**src/rtl/alu_rs_pkg.sv**
```systemverilog
// alu_rs_pkg: shared widths, entry types and result-bus snoop helper for the ALU reservation station.
package alu_rs_pkg;

    localparam int OP_WIDTH     = 7;
    localparam int VAL_WIDTH    = 32;
    localparam int ADDR_WIDTH   = 32;
    localparam int ROB_ID_WIDTH = 3;
    localparam int TAG_WIDTH    = ROB_ID_WIDTH + 1;

    typedef struct packed {
        logic                 pend;
        logic [TAG_WIDTH-1:0] tag;
        logic [VAL_WIDTH-1:0] val;
    } operand_t;

    typedef struct packed {
        logic                  busy;
        logic [OP_WIDTH-1:0]   op_type;
        operand_t              j;
        operand_t              k;
        logic [TAG_WIDTH-1:0]  entry;
        logic [ADDR_WIDTH-1:0] pc;
    } rs_entry_t;

    // The ALU bus is checked first so it wins when both buses carry the same tag.
    function automatic operand_t snoop(
        input operand_t             o,
        input logic                 alu_v,
        input logic [TAG_WIDTH-1:0] alu_t,
        input logic [VAL_WIDTH-1:0] alu_val,
        input logic                 lsb_v,
        input logic [TAG_WIDTH-1:0] lsb_t,
        input logic [VAL_WIDTH-1:0] lsb_val
    );
        operand_t r;
        r = o;
        if (o.pend && alu_v && o.tag == alu_t) begin
            r.pend = 1'b0;
            r.val  = alu_val;
        end else if (o.pend && lsb_v && o.tag == lsb_t) begin
            r.pend = 1'b0;
            r.val  = lsb_val;
        end
        return r;
    endfunction

endpackage

```
**src/rtl/rs_select.sv**
```systemverilog
// rs_select: combinational lowest-index priority encoder over an N-bit request vector.
module rs_select #(
    parameter int N = 8,
    parameter int W = $clog2(N)
) (
    input  logic [N-1:0] req,
    output logic [W-1:0] idx,
    output logic         found
);

    always_comb begin
        idx   = '0;
        found = 1'b0;
        for (int i = N - 1; i >= 0; i--) begin
            if (req[i]) begin
                idx   = W'(i);
                found = 1'b1;
            end
        end
    end

endmodule

```
**src/rtl/alu_rs.sv**
```systemverilog
// alu_rs: ALU reservation station; buffers ops, wakes operands from result buses, dispatches one ready op per cycle.
// Define RS_LSB_CDB_EN to add the load-store buffer result bus to wakeup and issue bypass.
module alu_rs
    import alu_rs_pkg::*;
#(
    parameter int RS_SIZE   = 8,
    parameter int IDX_WIDTH = $clog2(RS_SIZE)
) (
    input  logic                  clk,
    input  logic                  rst_in,
    input  logic                  rdy_in,
    input  logic                  clear_in,
    input  logic                  issue_in,
    input  logic [OP_WIDTH-1:0]   issue_type,
    input  logic [VAL_WIDTH-1:0]  issue_vj,
    input  logic [VAL_WIDTH-1:0]  issue_vk,
    input  logic [TAG_WIDTH-1:0]  issue_qj,
    input  logic [TAG_WIDTH-1:0]  issue_qk,
    input  logic                  issue_qj_valid,
    input  logic                  issue_qk_valid,
    input  logic [TAG_WIDTH-1:0]  issue_entry,
    input  logic [ADDR_WIDTH-1:0] issue_pc,
    output logic                  rs_full,
    input  logic                  alu_cdb_valid,
    input  logic [TAG_WIDTH-1:0]  alu_cdb_entry,
    input  logic [VAL_WIDTH-1:0]  alu_cdb_val,
`ifdef RS_LSB_CDB_EN
    input  logic                  lsb_cdb_valid,
    input  logic [TAG_WIDTH-1:0]  lsb_cdb_entry,
    input  logic [VAL_WIDTH-1:0]  lsb_cdb_val,
`endif
    output logic                  execute,
    output logic [OP_WIDTH-1:0]   op_type,
    output logic [VAL_WIDTH-1:0]  val1,
    output logic [VAL_WIDTH-1:0]  val2,
    output logic [TAG_WIDTH-1:0]  entry,
    output logic [ADDR_WIDTH-1:0] nowPC
);

    rs_entry_t             ent_q [RS_SIZE];
    rs_entry_t             ent_d [RS_SIZE];
    logic [RS_SIZE-1:0]    ready, busy, busy_d;
    logic [IDX_WIDTH-1:0]  sel_idx, free_idx;
    logic                  sel_found, free_found;
    logic                  execute_d, execute_q, full_d, full_q;
    logic [OP_WIDTH-1:0]   type_d, type_q;
    logic [VAL_WIDTH-1:0]  val1_d, val1_q, val2_d, val2_q;
    logic [TAG_WIDTH-1:0]  entry_d, entry_q;
    logic [ADDR_WIDTH-1:0] pc_d, pc_q;
    logic                  lsb_v;
    logic [TAG_WIDTH-1:0]  lsb_t;
    logic [VAL_WIDTH-1:0]  lsb_val;

`ifdef RS_LSB_CDB_EN
    assign lsb_v   = lsb_cdb_valid;
    assign lsb_t   = lsb_cdb_entry;
    assign lsb_val = lsb_cdb_val;
`else
    assign lsb_v   = 1'b0;
    assign lsb_t   = '0;
    assign lsb_val = '0;
`endif

    always_comb begin
        for (int i = 0; i < RS_SIZE; i++) begin
            busy[i]  = ent_q[i].busy;
            ready[i] = ent_q[i].busy && !ent_q[i].j.pend && !ent_q[i].k.pend;
        end
    end

    rs_select #(.N(RS_SIZE), .W(IDX_WIDTH)) u_sel  (.req(ready), .idx(sel_idx),  .found(sel_found));
    rs_select #(.N(RS_SIZE), .W(IDX_WIDTH)) u_free (.req(~busy), .idx(free_idx), .found(free_found));

    // Free slot comes from pre-edge busy, so a slot vacated by this edge's select is not reused.
    always_comb begin
        ent_d     = ent_q;
        execute_d = 1'b0;
        type_d    = type_q;
        val1_d    = val1_q;
        val2_d    = val2_q;
        entry_d   = entry_q;
        pc_d      = pc_q;
        if (rdy_in && clear_in) begin
            for (int i = 0; i < RS_SIZE; i++) ent_d[i].busy = 1'b0;
        end else if (rdy_in) begin
            for (int i = 0; i < RS_SIZE; i++) begin
                if (ent_q[i].busy) begin
                    ent_d[i].j = snoop(ent_q[i].j, alu_cdb_valid, alu_cdb_entry, alu_cdb_val, lsb_v, lsb_t, lsb_val);
                    ent_d[i].k = snoop(ent_q[i].k, alu_cdb_valid, alu_cdb_entry, alu_cdb_val, lsb_v, lsb_t, lsb_val);
                end
            end
            if (sel_found) begin
                execute_d           = 1'b1;
                type_d              = ent_q[sel_idx].op_type;
                val1_d              = ent_q[sel_idx].j.val;
                val2_d              = ent_q[sel_idx].k.val;
                entry_d             = ent_q[sel_idx].entry;
                pc_d                = ent_q[sel_idx].pc;
                ent_d[sel_idx].busy = 1'b0;
            end
            if (issue_in && free_found) begin
                ent_d[free_idx] = '{
                    busy:    1'b1,
                    op_type: issue_type,
                    j:       snoop('{pend: issue_qj_valid, tag: issue_qj, val: issue_vj},
                                   alu_cdb_valid, alu_cdb_entry, alu_cdb_val, lsb_v, lsb_t, lsb_val),
                    k:       snoop('{pend: issue_qk_valid, tag: issue_qk, val: issue_vk},
                                   alu_cdb_valid, alu_cdb_entry, alu_cdb_val, lsb_v, lsb_t, lsb_val),
                    entry:   issue_entry,
                    pc:      issue_pc
                };
            end
        end
        for (int i = 0; i < RS_SIZE; i++) busy_d[i] = ent_d[i].busy;
        full_d = &busy_d;
    end

    always_ff @(posedge clk or negedge rst_in) begin
        if (!rst_in) begin
            for (int i = 0; i < RS_SIZE; i++) ent_q[i] <= '0;
            execute_q <= 1'b0;
            full_q    <= 1'b0;
            type_q    <= '0;
            val1_q    <= '0;
            val2_q    <= '0;
            entry_q   <= '0;
            pc_q      <= '0;
        end else begin
            ent_q     <= ent_d;
            execute_q <= execute_d;
            full_q    <= full_d;
            type_q    <= type_d;
            val1_q    <= val1_d;
            val2_q    <= val2_d;
            entry_q   <= entry_d;
            pc_q      <= pc_d;
        end
    end

    assign rs_full = full_q;
    assign execute = execute_q;
    assign op_type = type_q;
    assign val1    = val1_q;
    assign val2    = val2_q;
    assign entry   = entry_q;
    assign nowPC   = pc_q;

endmodule
```
**config.mk**
```make
export PLATFORM = sky130hd
export DESIGN_NAME = alu_rs
export DESIGN_NICKNAME = d
export VERILOG_FILES = /design/src/rtl/alu_rs_pkg.sv /design/src/rtl/rs_select.sv /design/src/rtl/alu_rs.sv
export SDC_FILE = /design/constraint.sdc
export NUM_CORES = 2
export LEC_CHECK = 0
export BUFFER_PORTS_ARGS = -buffer_cell sky130_fd_sc_hd__buf_2
export CAP_MARGIN = 5
export CORE_ASPECT_RATIO = 0.8
export CORE_MARGIN = 4
export CORE_UTILIZATION = 30
export CTS_BUF_LIST = sky130_fd_sc_hd__clkbuf_16
export DETAILED_ROUTE_END_ITERATION = 8
export GPL_TIMING_DRIVEN = 0
export PLACE_DENSITY = 0.42
export SYNTH_ARGS = -nofsm -noshare
export SYNTH_HDL_FRONTEND = slang
export SYNTH_SLANG_ARGS = --single-unit
export TNS_END_PERCENT = 50
```
**constraint.sdc**
```tcl
create_clock -name clk -period 3 [get_ports clk]
set_input_delay 0.15 -clock clk [delete_from_list [all_inputs] [get_ports clk]]
set_output_delay 0.15 -clock clk [all_outputs]
set_load 0.005 [all_outputs]
```
* After elaboration in Yosys (flattened, before gate mapping)
Cells that the tools add are included.
Word-level totals: output and inout bits 109, latch bits 0, input port bits 159, ROM bits 0, bits in writable memories 0, bits in registers 1053, memories kept 0
Cells by class: reduce and logical (&&, ||, !) cells 75, equality and inequality tests 18, $add $sub $neg 0, bitwise operators 4, mux-type cells 129, order comparisons 4, shift-type cells 0, divide/modulo/power cells 0, multipliers 0
Operator list (count):
- 944-bit 2-to-1 mux | 5
- 944-bit bitwise mux | 2
- 74-bit 2-to-1 mux | 24
- 32-bit 2-to-1 mux | 24
- 118-bit demux with 3-bit select | 2
- 118-bit binary-select mux with 3-bit select | 1
- 118-bit 2-to-1 mux | 2
- 117-bit 2-to-1 mux | 2
- 4-bit == test | 18
- 1-bit logical AND | 56
- 1-bit 2-to-1 mux | 51
- 3-bit 2-to-1 mux | 16
- 1-bit zero test | 16
- 4-bit >= comparator (second input constant) | 2
- 4-bit by 1-bit less-than comparator with 1-bit output (second input constant) | 2
- 3-bit inverter with 4-bit output | 2
- 8-bit inverter | 1
- 8-bit AND reduction | 1
- 3-bit AND reduction | 1
- 2-bit AND reduction | 1
- 1-bit inverter | 1

* Logic depth before layout (Yosys ltp)
depth in word-level cells 25, depth in mapped cells 10, depth with buffers taken out 6

* Cells and area by module
A second synthesis with hierarchy kept.
Unflattened totals: cell total of the unflattened synthesis 4978, area total of the unflattened synthesis 53206.0 sq um
By module, submodules not included:
- alu_rs | cells an instance 4952, times used 1, seq. area each 26350.3 sq um, area each 53045.9 sq um
- rs_select | cells an instance 13, times used 2, seq. area each 0.0 sq um, area each 80.1 sq um

* Least setup slack after synthesis
No wires, ideal clock.
kind reg-to-reg, from register ent_q[581] (netlist bit), to register val1_q[26] (netlist: val1[26]), clock period less this slack 2.257 ns, data required time 2.912 ns, path buffers 2, setup time 0.088 ns, cell stages (with the launch flop) 8, arrival 2.169 ns, setup slack 0.743 ns, path through dfrtp_1 or3b_1 a221o_1 o21ai_1 buf_2 buf_2 mux2_2 a41oi_1
Between the ends: longest elaborated chain between the ends 11, elaborated cells on any way between the ends 16, those cells by class mux (11); bitwise (1); reduce/logical (4)
Ends and longest elaborated chain:
- from (decl) | line alu_rs.sv:40 | rs_entry_t ent_q [RS_SIZE];
- from (signal assigned) | line alu_rs.sv:129 | ent_q <= ent_d;
- 1-bit zero test (*) | line alu_rs.sv:67 | ready[i] = ent_q[i].busy && !ent_q[i].j.pend && !ent_q[i].k.pend;
- 1-bit logical AND (*) (2 in a row) | line alu_rs.sv:67
- 3-bit 2-to-1 mux (4 in a row) | line rs_select.sv:15 | if (req[i]) begin
- 3-bit inverter with 4-bit output (not written as such) | line alu_rs.sv:95 | val1_d = ent_q[sel_idx].j.val;
- 118-bit binary-select mux with 3-bit select | line alu_rs.sv:95
- 117-bit 2-to-1 mux (2 in a row)
- to (signal assigned) | line alu_rs.sv:133 | val1_q <= val1_d;
- to (decl) | line alu_rs.sv:47 | logic [VAL_WIDTH-1:0] val1_d, val1_q, val2_d, val2_q;
Every way passes the cells marked *; elsewhere a longest branch is shown, timed or not. The select of a mux whose other input is x is not followed. A chain may end at the register's enable or synchronous reset.

* Worst setup path in the final report
from register ent_q[817] (netlist bit), to register full_q (netlist: rs_full)
Between the ends: longest elaborated chain between the ends 19, elaborated cells on any way between the ends 29, those cells by class order compare (2); mux (21); bitwise (1); reduce/logical (5)
Ends and longest elaborated chain:
- 1-bit zero test (*) | line alu_rs.sv:67
- 1-bit logical AND (*) (2 in a row) | line alu_rs.sv:67
- 3-bit 2-to-1 mux (2 in a row) | line rs_select.sv:15
- 3-bit inverter with 4-bit output (not written as such) | line alu_rs.sv:99 | ent_d[sel_idx].busy = 1'b0;
- 4-bit >= comparator (not written as such) / 4-bit by 1-bit less-than comparator with 1-bit output (equally long branches) | line alu_rs.sv:99
- 1-bit logical AND (not written as such) | line alu_rs.sv:99
- 118-bit 2-to-1 mux (not written as such) | line alu_rs.sv:99
- 118-bit demux with 3-bit select | line alu_rs.sv:99
- (+2 left out)
- 944-bit 2-to-1 mux (*) | line alu_rs.sv:85 | end else if (rdy_in) begin
- 944-bit 2-to-1 mux (*) | line alu_rs.sv:83 | if (rdy_in && clear_in) begin
- 944-bit bitwise mux | line alu_rs.sv:102 | ent_d[free_idx] = '{
- 944-bit 2-to-1 mux (*) | line alu_rs.sv:101 | if (issue_in && free_found) begin
- 944-bit 2-to-1 mux (*) | line alu_rs.sv:85
- 1-bit 2-to-1 mux | line alu_rs.sv:83
- 8-bit AND reduction (*) | line alu_rs.sv:115 | full_d = &busy_d;
- named net full_d | line alu_rs.sv:45 | logic execute_d, execute_q, full_d, full_q;
- to (signal assigned) | line alu_rs.sv:131 | full_q <= full_d;
- to (decl) | line alu_rs.sv:45
Mark *: on every way through the listed nets, which the timed path passes. The rest lies on a longest branch. The select of a mux whose other input is x is not followed.

==> summary.md <==
| Metric | Value |
|---|---|
| Final TNS setup | 0 ns |
| Final worst path period need | 2.99 ns |
| PortBufs | 252 |
| GRT overflow | 0 |
| Vias post-DR | 41200 |
| Worst-Margin Slew | 1.16 ns |
| Clk sinks | 1053 |
| Post-synth EDFFs | 0 |
| Final wirelength | 223000 um |
| Max Fclk | 0.335 GHz |
| Die Y | 372 um |
| Synth Cell Area | 49700 um2 |
| CTS H-Tree Depth | 3 |
| Final RePlAce weighted congestion | 0.874 |
| Maximum VDD drop | 0.000511 V |
| Worst r2r src | ent_q[817]$_DFFE_PN0P_ |
| Final Setup Violations | 0 |
| CTS Root Cell | clkbuf_16 |
| Max-slew headroom | 22.8% |
| Crit end category | flip-flop |
| Worst Path Class, Setup | flip-flop to flip-flop |
| Clk Latency, worst-skew pair | 0.77 ns |
| NumNets Final | 4853 |
| Max Cap Viol | 0 |
| Synthesized netlist net count | 4293 |
| FFs w/ async S/R, synth | 100% |
| Area contributors post-synth | dfrtp_1 53%, mux2_2 9.8%, a221oi_1 7.9% |
| Highest-delay cell along the critical path | or3b_1 |
| Worst hold slack | 0.0357 ns |
| Largest net degree at the start of global routing | 153 |
| Pins over their slew limit | 0 |
| WL met1 | 100000 um |
| # IOs | 268 |
| Fillers | 16400 |
| Main synth FF type | dfrtp_1 |
| Cts bufs inserted | 117 |
| Wirelength per Cell | 32.0 um |
| CP cell instances | or3b_1 > nand2_2 > nor2_4 > buf_12 > clkbuf_4 > buf_2 > o211ai_1 > o211ai_1 > nor4b_4 |
| Maximum root-to-sink buffer count | 3 |
| Clock skew | 0.0524 ns |
| Area share of the largest cell type after synthesis | 53.0% |
| Critical Path Max Stage Delay | 0.50 ns |
| Initial DRC Count | 5223 |
| Worst setup startpoint | ent_q[817]$_DFFE_PN0P_ |
| Critical path's most frequent cell | o211ai_1 |
| TritonCTS clock tree | yes |
| Library cells used by synthesis | 72 |
| Final Hold Vio Count | 0 |
| Crit path max fanout | 10 |
| Worst-path clk slew | 0.06 ns |
| Core area | 164000 um2 |
| DR WL met2 | 96400 um |
| DRC viols | 0 |
| Vias in the first global route | 41600 |
| Req. time, crit path | 3.57 ns |
| Pwr dens | 657 nW/um2 |
| Initial antenna violation count | 17 |
| Leakage Power | 26.0 nW |
| First-pass GRT wire length | 319000 um |
| WP buf/inv | 3 |
| Share of post-route cells with drive strength above 1 | 28.5% |
| Hpwl dp | 155000 um |
| Tcrit/Tclk final | 99.6% |
| Initial core utilization | 30.2% |
| Critical Path Start Type | flip-flop |
| Syn Inst Count | 4134 |
| Register area share after synthesis | 53.0% |
| Status | finished clean |
| P&R area growth vs syn | 20.3% |
| Most common cell in the netlist | dfrtp_1 |
| Die W | 463 um |
| RSZ-0062 raised after global routing | yes |
| DR WL met3 | 18100 um |
| Fin worst setup slack | 0.0127 ns |
| Type of the worst min-delay path | primary input to async pin |
| Commonest cells post-synth | 1053 x dfrtp_1, 604 x nor2_1, 448 x a221oi_1 |
| Final ANT Viol Nets | 0 |
| Post-synthesis register bit count | 1053 |
| Avg Cell Area, Syn | 12.0 um2 |
| GR Util All Layers | 25.3% |
| Syn. warnings | 0 |
| Top sig layer | met5 |
| 1st-pass router iterations | 8 |
| Die footprint | 172000 um2 |
| CP top delay family | simple AND/OR/NAND/NOR gates |
| Vias per inst | 5.92 |
| WP data arrival | 3.56 ns |
| Num rows | 133 |
| Pre-CTS setup slack | -1.02 ns |
| Yosys top cell by area | dfrtp_1 |
==> timing repair <==
action                                  CTS  global route
pin swaps                                 7             5
buffers inserted                         13             8
endpoints found under the hold margin   975             0
hold buffers                            148             0
gates resized for setup                  73           102
endpoints found under the setup margin  573           618
==> cells by family after synthesis <==
group,synth area share (%)
multiplexers,11.7
XOR/XNOR,1.27
flip-flops,53.0
AND/OR/NAND/NOR,9.34
AO/OA/AOI/OAI,20.3
buffers and inverters,4.37
==> power by group <==
group	internal (mW)	switching [mW]
Sequential	16.6	1.62
Combinational	3.48	3.60
Clock	7.64	6.38
==> final cells by class <==
class	count	area [um2]	area share (%)
antenna	12	30.0	0.0502
clock inverter	98	669	1.12
sequential	1053	26400	44.1
inverter	16	60.1	0.100
timing repair buffer	441	3330	5.57
clock buffer	117	2930	4.90
buffer	440	2350	3.94
multi-input combinational	2625	21400	35.7
tap	2160	2700	4.52
==> routing by layer <==
metal	up-vias	GRT usage [%]
met1	21700	36.2
met5	-	0
met3	335	5.43
met2	1909	38.1
li1	17300	-
met4	8	8.29
==> cells in the final DEF, fill, tap and decap left out, drive strengths merged, types with 3 or more instances in the layout <==
cell	instances
a21oi	78
nor4	16
clkbuf	351
mux2	515
nand2b	3
buf	497
o21ai	16
o21a	16
or3b	6
nor2	607
o22ai	3
o211ai	3
inv	49
a221o	3
xor2	52
clkinv	58
o32ai	68
and2	66
diode	12
or2	3
or4	3
nor3b	6
nand4	21
nor2b	6
xnor2	20
a222oi	214
a211oi	65
dfrtp	1053
bufinv	7
a21o	4
nand3	225
dlygate4sd3	148
a41oi	109
a221oi	448
nand2	19
nor3	11
==> path summary, 6_finish.rpt <==
check	depth (start not counted)	endpoint	slack [ns]
setup / recovery	9	rs_full$_DFF_PN0_	0.01
hold / removal	2	ent_q[87]$_DFFE_PN0P_	0.04
setup reg to reg	9	rs_full$_DFF_PN0_	0.01
hold reg to reg	1	flip-flop	0.48
max in group asynchronous	5	async pin	0.33
min in group clk	3	ent_q[893]$_DFFE_PN0P_	0.07
==> metrics by stage <==
step	power [mW]	instances	util [%]	cell area, um2
finish	39.3	6962	36.4	59800
global route	41.2	6950	36.3	59800
CTS	39.7	6942	36.2	59500
detailed placement	25.4	6566	32.9	54100
global placement	25.3	6546	32.6	53600
floorplan	22.2	4134	-	49700
(Power assumes the default switching activity.)
